**src/rtl/vid_pkg.sv**
```systemverilog
`default_nettype none
// ============================================================================
// Module   : vid_pkg
// Purpose  : Shared defaults and enumerations for the video RAM arbiter slice.
//            c_AW / c_DW      default RAM address / data widths
//            src_t            which requester owns the RAM port this cycle
//            fill_state_t     screen-fill engine states
// Revision : 1.0  initial release
// ============================================================================
package vid_pkg;

    localparam int c_AW = 13;
    localparam int c_DW = 8;

    typedef enum logic [1:0] {
        SRC_NONE = 2'd0,
        SRC_VID  = 2'd1,
        SRC_CPU  = 2'd2,
        SRC_FILL = 2'd3
    } src_t;

    typedef enum logic [1:0] {
        FILL_IDLE = 2'd0,
        FILL_RUN  = 2'd1,
        FILL_DONE = 2'd2
    } fill_state_t;

endpackage : vid_pkg
`default_nettype wire

```
**src/rtl/vid_fill_engine.sv**
```systemverilog
`default_nettype none
// ============================================================================
// Module   : vid_fill_engine
// Purpose  : Writes one byte value over a VRAM region, one byte per granted
//            cycle, through the arbiter's lowest-priority request port.
// Ports    : clk, reset_n                  clock, async active-low reset
//            fill_start/base/len/data      command (sampled only in IDLE)
//            fill_busy, fill_done          status (done = 1-cycle pulse)
//            fill_req / fill_ack           request to / grant from arbiter
//            fill_addr, fill_wdata         write address / data for RAM
// Revision : 1.0  initial release
// ============================================================================
module vid_fill_engine
    import vid_pkg::*;
#(
    parameter int AW = c_AW,
    parameter int DW = c_DW
) (
    input  logic          clk,
    input  logic          reset_n,
    input  logic          fill_start,
    input  logic [AW-1:0] fill_base,
    input  logic [AW-1:0] fill_len,
    input  logic [DW-1:0] fill_data,
    output logic          fill_busy,
    output logic          fill_done,
    output logic          fill_req,
    input  logic          fill_ack,
    output logic [AW-1:0] fill_addr,
    output logic [DW-1:0] fill_wdata
);

    fill_state_t   r_state;
    fill_state_t   w_next_state;
    logic [AW-1:0] r_base;
    logic [AW-1:0] r_len;
    logic [AW-1:0] r_cnt;
    logic [DW-1:0] r_data;
    logic          w_last;

    // The write being granted now is the len-th one.
    assign w_last = ((r_cnt + AW'(1)) == r_len);

    always_ff @(posedge clk or negedge reset_n) begin
        if (!reset_n) begin
            r_state <= FILL_IDLE;
        end else begin
            r_state <= w_next_state;
        end
    end

    always_comb begin
        w_next_state = r_state;
        case (r_state)
            FILL_IDLE: begin
                if (fill_start) begin
                    w_next_state = (fill_len == '0) ? FILL_DONE : FILL_RUN;
                end
            end
            FILL_RUN: begin
                if (fill_ack && w_last) begin
                    w_next_state = FILL_DONE;
                end
            end
            FILL_DONE: w_next_state = FILL_IDLE;
            default:   w_next_state = FILL_IDLE;
        endcase
    end

    always_comb begin
        fill_req  = 1'b0;
        fill_busy = 1'b0;
        fill_done = 1'b0;
        case (r_state)
            FILL_RUN: begin
                fill_req  = 1'b1;
                fill_busy = 1'b1;
            end
            FILL_DONE: begin
                fill_busy = 1'b1;
                fill_done = 1'b1;
            end
            default: ;
        endcase
    end

    // Command registers load only from IDLE, so a start pulse mid-fill
    // cannot disturb the region being written.
    always_ff @(posedge clk or negedge reset_n) begin
        if (!reset_n) begin
            r_base <= '0;
            r_len  <= '0;
            r_data <= '0;
            r_cnt  <= '0;
        end else if (r_state == FILL_IDLE && fill_start) begin
            r_base <= fill_base;
            r_len  <= fill_len;
            r_data <= fill_data;
            r_cnt  <= '0;
        end else if (fill_req && fill_ack) begin
            r_cnt  <= r_cnt + AW'(1);
        end
    end

    // Natural AW-bit overflow gives the modulo-2**AW wrap.
    assign fill_addr  = r_base + r_cnt;
    assign fill_wdata = r_data;

endmodule : vid_fill_engine
`default_nettype wire

```
**src/rtl/vid_ram_arb.sv**
```systemverilog
`default_nettype none
// ============================================================================
// Module   : vid_ram_arb
// Purpose  : Shares one VRAM port between display fetch, CPU and the fill
//            engine. Video first (burst-limited while the CPU waits), then
//            CPU, then fill. Read data returns the cycle after the grant.
// Ports    : clk, reset_n                     clock, async active-low reset
//            vid_req/addr, vid_ack/valid/dout video read channel
//            cpu_req/we/addr/din, cpu_ack/valid/dout  CPU channel
//            fill_start/base/len/data, fill_busy/done  fill command/status
//            ram_we/addr/din, ram_dout        RAM port (1-cycle read latency)
// Revision : 1.0  initial release
// ============================================================================
module vid_ram_arb
    import vid_pkg::*;
#(
    parameter int AW            = c_AW,
    parameter int DW            = c_DW,
    parameter int VID_MAX_BURST = 4
) (
    input  logic          clk,
    input  logic          reset_n,
    input  logic          vid_req,
    input  logic [AW-1:0] vid_addr,
    output logic          vid_ack,
    output logic          vid_valid,
    output logic [DW-1:0] vid_dout,
    input  logic          cpu_req,
    input  logic          cpu_we,
    input  logic [AW-1:0] cpu_addr,
    input  logic [DW-1:0] cpu_din,
    output logic          cpu_ack,
    output logic          cpu_valid,
    output logic [DW-1:0] cpu_dout,
    input  logic          fill_start,
    input  logic [AW-1:0] fill_base,
    input  logic [AW-1:0] fill_len,
    input  logic [DW-1:0] fill_data,
    output logic          fill_busy,
    output logic          fill_done,
    output logic          ram_we,
    output logic [AW-1:0] ram_addr,
    output logic [DW-1:0] ram_din,
    input  logic [DW-1:0] ram_dout
);

    localparam int c_BW = $clog2(VID_MAX_BURST + 1);

    src_t          w_src;
    src_t          r_tag;
    logic [c_BW-1:0] r_burst;
    logic          w_burst_full;
    logic          w_fill_req;
    logic          w_fill_ack;
    logic [AW-1:0] w_fill_addr;
    logic [DW-1:0] w_fill_wdata;
    logic [AW-1:0] r_last_addr;
    logic [DW-1:0] r_last_din;

    vid_fill_engine #(
        .AW (AW),
        .DW (DW)
    ) u_fill (
        .clk        (clk),
        .reset_n    (reset_n),
        .fill_start (fill_start),
        .fill_base  (fill_base),
        .fill_len   (fill_len),
        .fill_data  (fill_data),
        .fill_busy  (fill_busy),
        .fill_done  (fill_done),
        .fill_req   (w_fill_req),
        .fill_ack   (w_fill_ack),
        .fill_addr  (w_fill_addr),
        .fill_wdata (w_fill_wdata)
    );

    assign w_burst_full = (r_burst == c_BW'(VID_MAX_BURST));

    // Reset gates the grant so every ack and the RAM write drop the moment
    // reset_n falls, not at the next edge.
    always_comb begin
        w_src = SRC_NONE;
        if (!reset_n) begin
            w_src = SRC_NONE;
        end else if (cpu_req && w_burst_full) begin
            w_src = SRC_CPU;
        end else if (vid_req) begin
            w_src = SRC_VID;
        end else if (cpu_req) begin
            w_src = SRC_CPU;
        end else if (w_fill_req) begin
            w_src = SRC_FILL;
        end
    end

    assign vid_ack    = (w_src == SRC_VID);
    assign cpu_ack    = (w_src == SRC_CPU);
    assign w_fill_ack = (w_src == SRC_FILL);

    // Idle cycles replay the last address/data so the RAM pins stay quiet.
    always_comb begin
        ram_we   = 1'b0;
        ram_addr = r_last_addr;
        ram_din  = r_last_din;
        case (w_src)
            SRC_VID: begin
                ram_addr = vid_addr;
            end
            SRC_CPU: begin
                ram_we   = cpu_we;
                ram_addr = cpu_addr;
                ram_din  = cpu_din;
            end
            SRC_FILL: begin
                ram_we   = 1'b1;
                ram_addr = w_fill_addr;
                ram_din  = w_fill_wdata;
            end
            default: ;
        endcase
    end

    always_ff @(posedge clk or negedge reset_n) begin
        if (!reset_n) begin
            r_last_addr <= '0;
            r_last_din  <= '0;
            r_tag       <= SRC_NONE;
            r_burst     <= '0;
        end else begin
            r_last_addr <= ram_addr;
            r_last_din  <= ram_din;

            // Tag tells next cycle's RAM data whom it belongs to; CPU writes
            // return nothing.
            if (w_src == SRC_VID) begin
                r_tag <= SRC_VID;
            end else if (w_src == SRC_CPU && !cpu_we) begin
                r_tag <= SRC_CPU;
            end else begin
                r_tag <= SRC_NONE;
            end

            // Counts video grants only while the CPU is waiting.
            if (!cpu_req || w_src == SRC_CPU) begin
                r_burst <= '0;
            end else if (w_src == SRC_VID && !w_burst_full) begin
                r_burst <= r_burst + c_BW'(1);
            end
        end
    end

    assign vid_valid = (r_tag == SRC_VID);
    assign cpu_valid = (r_tag == SRC_CPU);
    assign vid_dout  = vid_valid ? ram_dout : '0;
    assign cpu_dout  = cpu_valid ? ram_dout : '0;

endmodule : vid_ram_arb
`default_nettype wire

```
**config.mk**
```make
export PLATFORM = sky130hd
export DESIGN_NAME = vid_ram_arb
export DESIGN_NICKNAME = d
export VERILOG_FILES = /design/src/rtl/vid_pkg.sv /design/src/rtl/vid_fill_engine.sv /design/src/rtl/vid_ram_arb.sv
export SDC_FILE = /design/constraint.sdc
export NUM_CORES = 1
export LEC_CHECK = 0
export ABC_AREA = 1
export BUFFER_PORTS_ARGS = -buffer_cell sky130_fd_sc_hd__buf_2
export CAP_MARGIN = 20
export CORE_MARGIN = 2
export CORE_UTILIZATION = 35
export CTS_CLUSTER_DIAMETER = 150
export DETAILED_ROUTE_END_ITERATION = 6
export HOLD_SLACK_MARGIN = 0.03
export MAX_ROUTING_LAYER = met4
export PLACE_DENSITY = 0.6
export SLEW_MARGIN = 30
export SYNTH_ARGS = -nofsm -noshare
export SYNTH_HDL_FRONTEND = slang
export SYNTH_SLANG_ARGS = --single-unit
export TNS_END_PERCENT = 30
```
**constraint.sdc**
```tcl
create_clock -name clk -period 5.8 [get_ports clk]
set_input_delay 1.16 -clock clk [delete_from_list [all_inputs] [get_ports clk]]
set_output_delay 1.16 -clock clk [all_outputs]
set_load 0.01 [all_outputs]
```
==> qor.yml <==
syn_nets: 716
endpoint: "ram_addr[7]"
maxSlewViolCount: 0
synth_edf_count: 0
viasPerCell: 4.86
io_pins: 126
drt-total-wl_mm: 13.0
clk_pin_slew_worst_paths_ns: 0.06
path_buf_inv: 4
hpwl_mm: 9.80
max_stage_delay_ns: 0.74
mostFrequentLayoutCells: "nand2_1 (242), buf_2 (124), dfrtp_1 (75), inv_1 (62), nand3_1 (48)"
ys_seq_area_share_pct: 42.2
overflow: 0
hp-class: "reg2reg"
path_depth: 9
fmax_ghz: 0.232
switching_share_pct: 37.4
rows: 41
fin_nets: 842
dp.cells: 902
root_buffer: "clkbuf_16"
cts_repair_resize_count: 0
cp_top_family: "simple AND/OR/NAND/NOR gates"
antenna_found_initial: 0
clkPwrFrac_pct: 27.6
period_minus_slack_ns: 4.31
initial_core_util_pct: 35.6
drive_gt1_share_pct: 22.4
start_kind: "input pin"
critPathRequiredTime_ns: 4.64
period_share_pct: 74.4
clockBufferDepth: 2
p_per_area_nw_per_um2: 377
slowest_stage: "nor2_1"
intPower_uw: 1310
layout_commonest_cell: "nand2_1"
holdPathStages: 2
final_hold_viol_count: 0
ant_nets: 0
ys.flop_type: "dfrtp_1"
synth_cells: 615
grt_pass1_vias: 4320
r2r_setup_slack_ns: 3.09
hold_slack_ns: 0.484
peakVddDrop_mv: 0.188
reg2reg_to: "u_fill.r_state[1]"
slew_headroom_pct: 37.9
r2r-start: "u_fill.r_state[1]"
skew_ns: 0.00644
tritoncts: "done"
io_buffers: 125
avgSynthCellArea_um2: 7.24
end_kind: "primary output"
crit_type: "in2out"
status: "complete, no violations"
grt_pass1_wl_mm: 21.0
fin_setup_tns_ns: 0
setup_viol: 0
ys_warn_count: 0
clock_sinks: 75
gp_congestion: 0.904
drt-initial-drc-count: 221
num_vias: 4461
comb_power_share_pct: 33.8
cts_setup_buffers: 0
path_cells: "buf_4 -> inv_1 -> a21oi_1 -> nand2_1 -> inv_1 -> nor2_1 -> nand2_1 -> nand4_1 -> buf_2"
cp_max_fo: 18
rr_worst_depth: 13
diodes: 0
cp-startpoint: "reset_n"
clock_latency_ns: 0.35
grt_max_degree: 61
core_um2: 12500
critical_path_arrival_ns: 3.15
synth_cell_types: 37
ys_seq_elements: 75
finalNonFillerCells: 918
area_growth_pct: 25.2
max_slew.worst_pin.slew_ns: 0.928
netlist_area_um2: 4450
p_seq_share_pct: 38.6
die_y_um: 117
grt_usage_pct: 20.6
die_w_um: 117
route.detailed.drc: 0
numCtsBuffers: 9
synthArstFlopShare_pct: 100
total_switching_power_uw: 786
hold_buffers: 0
wl_per_cell_um: 14.2
drv_cap: 0
rsz0062_at_grt: "no"
drt_first_pass_iters: 5
dieArea_um2: 13600
htree_levels: 3
leakage_uw: 0.00303
==> per-stage QoR <==
| step | setup WS [ns] | util [%] | area [um2] | power [uW] |
|---|---|---|---|---|
| global placement | 1.62 | 42.1 | 5270 | 1520 |
| detailed placement | 1.48 | 42.1 | 5270 | 1530 |
| global route | 1.24 | 44.5 | 5570 | 2270 |
| finish | 1.49 | 44.5 | 5570 | 2100 |
| floorplan | 2.37 | - | 4450 | 1280 |
| CTS | 1.47 | 44.5 | 5570 | 2120 |
==> metal layers <==
metal  wire length (um)  share of wire [%]  vias to the layer above  global-route usage, %
met5                  0                  0                        -                      -
met2               6080                 47                      102                   31.4
met3                444                3.4                       15                   3.66
li1                   -                  -                     2234                      -
met4                219                1.7                        0                   7.29
met1               6250                 48                     2110                   27.6
==> worst min-delay path, stage by stage (launching register included) <==
cell     delay [ns]
dfrtp_1        0.35
nand2_1        0.05
nand2_1        0.05
==> worst min path at each step <==
stage	to	slack, ns	startpoint
floorplan	u_fill.fill_wdata[3]	0.45	u_fill.fill_wdata[3]
global placement	u_fill.fill_wdata[4]	0.46	u_fill.fill_wdata[4]
detailed placement	u_fill.fill_wdata[2]	0.47	u_fill.fill_wdata[2]
CTS	u_fill.fill_wdata[2]	0.48	u_fill.fill_wdata[2]
global route	u_fill.fill_wdata[1]	0.51	u_fill.fill_wdata[1]
finish	u_fill.fill_wdata[1]	0.48	u_fill.fill_wdata[1]
==> state kept, by name, indices dropped and copies added, names as in the netlist, 3 cells and up <==
signal / count
u_fill.r_base: 13
r_last_din: 8
u_fill.r_len: 13
u_fill.fill_wdata: 8
r_burst: 3
r_last_addr: 13
u_fill.r_cnt: 13
==> logic make-up (layout without fill, tap and decap cells) <==
| family | Yosys count | after routing | share of synthesized area [%] |
|---|---|---|---|
| buf+inv | 78 | 209 | 6.77 |
| simple gates | 379 | 379 | 36.6 |
| xor+xnor | 5 | 5 | 1.32 |
| flops | 75 | 75 | 42.2 |
| fa+ha+maj | 19 | 19 | 5.51 |
| compound gates | 59 | 59 | 7.62 |
==> synth_stat cells (3+ instances only) <==
master | instances | area share (%)
a21o_1 | 3 | 0.51
a21oi_1 | 14 | 1.6
a22oi_1 | 4 | 0.67
buf_2 | 5 | 0.56
clkbuf_1 | 9 | 0.76
dfrtp_1 | 75 | 42
ha_1 | 18 | 5.1
inv_1 | 62 | 5.2
nand2_1 | 242 | 20
nand2_2 | 7 | 0.98
nand3_1 | 48 | 5.4
nand3b_1 | 4 | 0.67
nand4_1 | 20 | 2.8
nor2_1 | 42 | 3.5
nor2_4 | 3 | 0.76
nor3_1 | 4 | 0.45
o21ai_0 | 25 | 2.8
o22ai_1 | 6 | 0.84
or2_2 | 4 | 0.56
xor2_1 | 3 | 0.59
==> power by group through the flow <==
stage,clock [uW],sequential [uW],combinational (uW)
finish,580,811,710
global route,610,834,828
CTS,589,812,721
detailed placement,0,818,716
global placement,0,820,700
floorplan,0,779,496
==> final cells by class <==
| cell class | instances | area, um2 |
|---|---|---|
| clock inverters | 6 | 72.6 |
| flip-flops and latches | 75 | 1880 |
| well taps | 172 | 215 |
| fillers | 1339 | 6950 |
| multi-input cells | 462 | 2270 |
| inverters | 63 | 239 |
| repair buffers | 130 | 666 |
| clock buffers | 10 | 229 |
No activity file was read; power rests on OpenSTA's default activity.
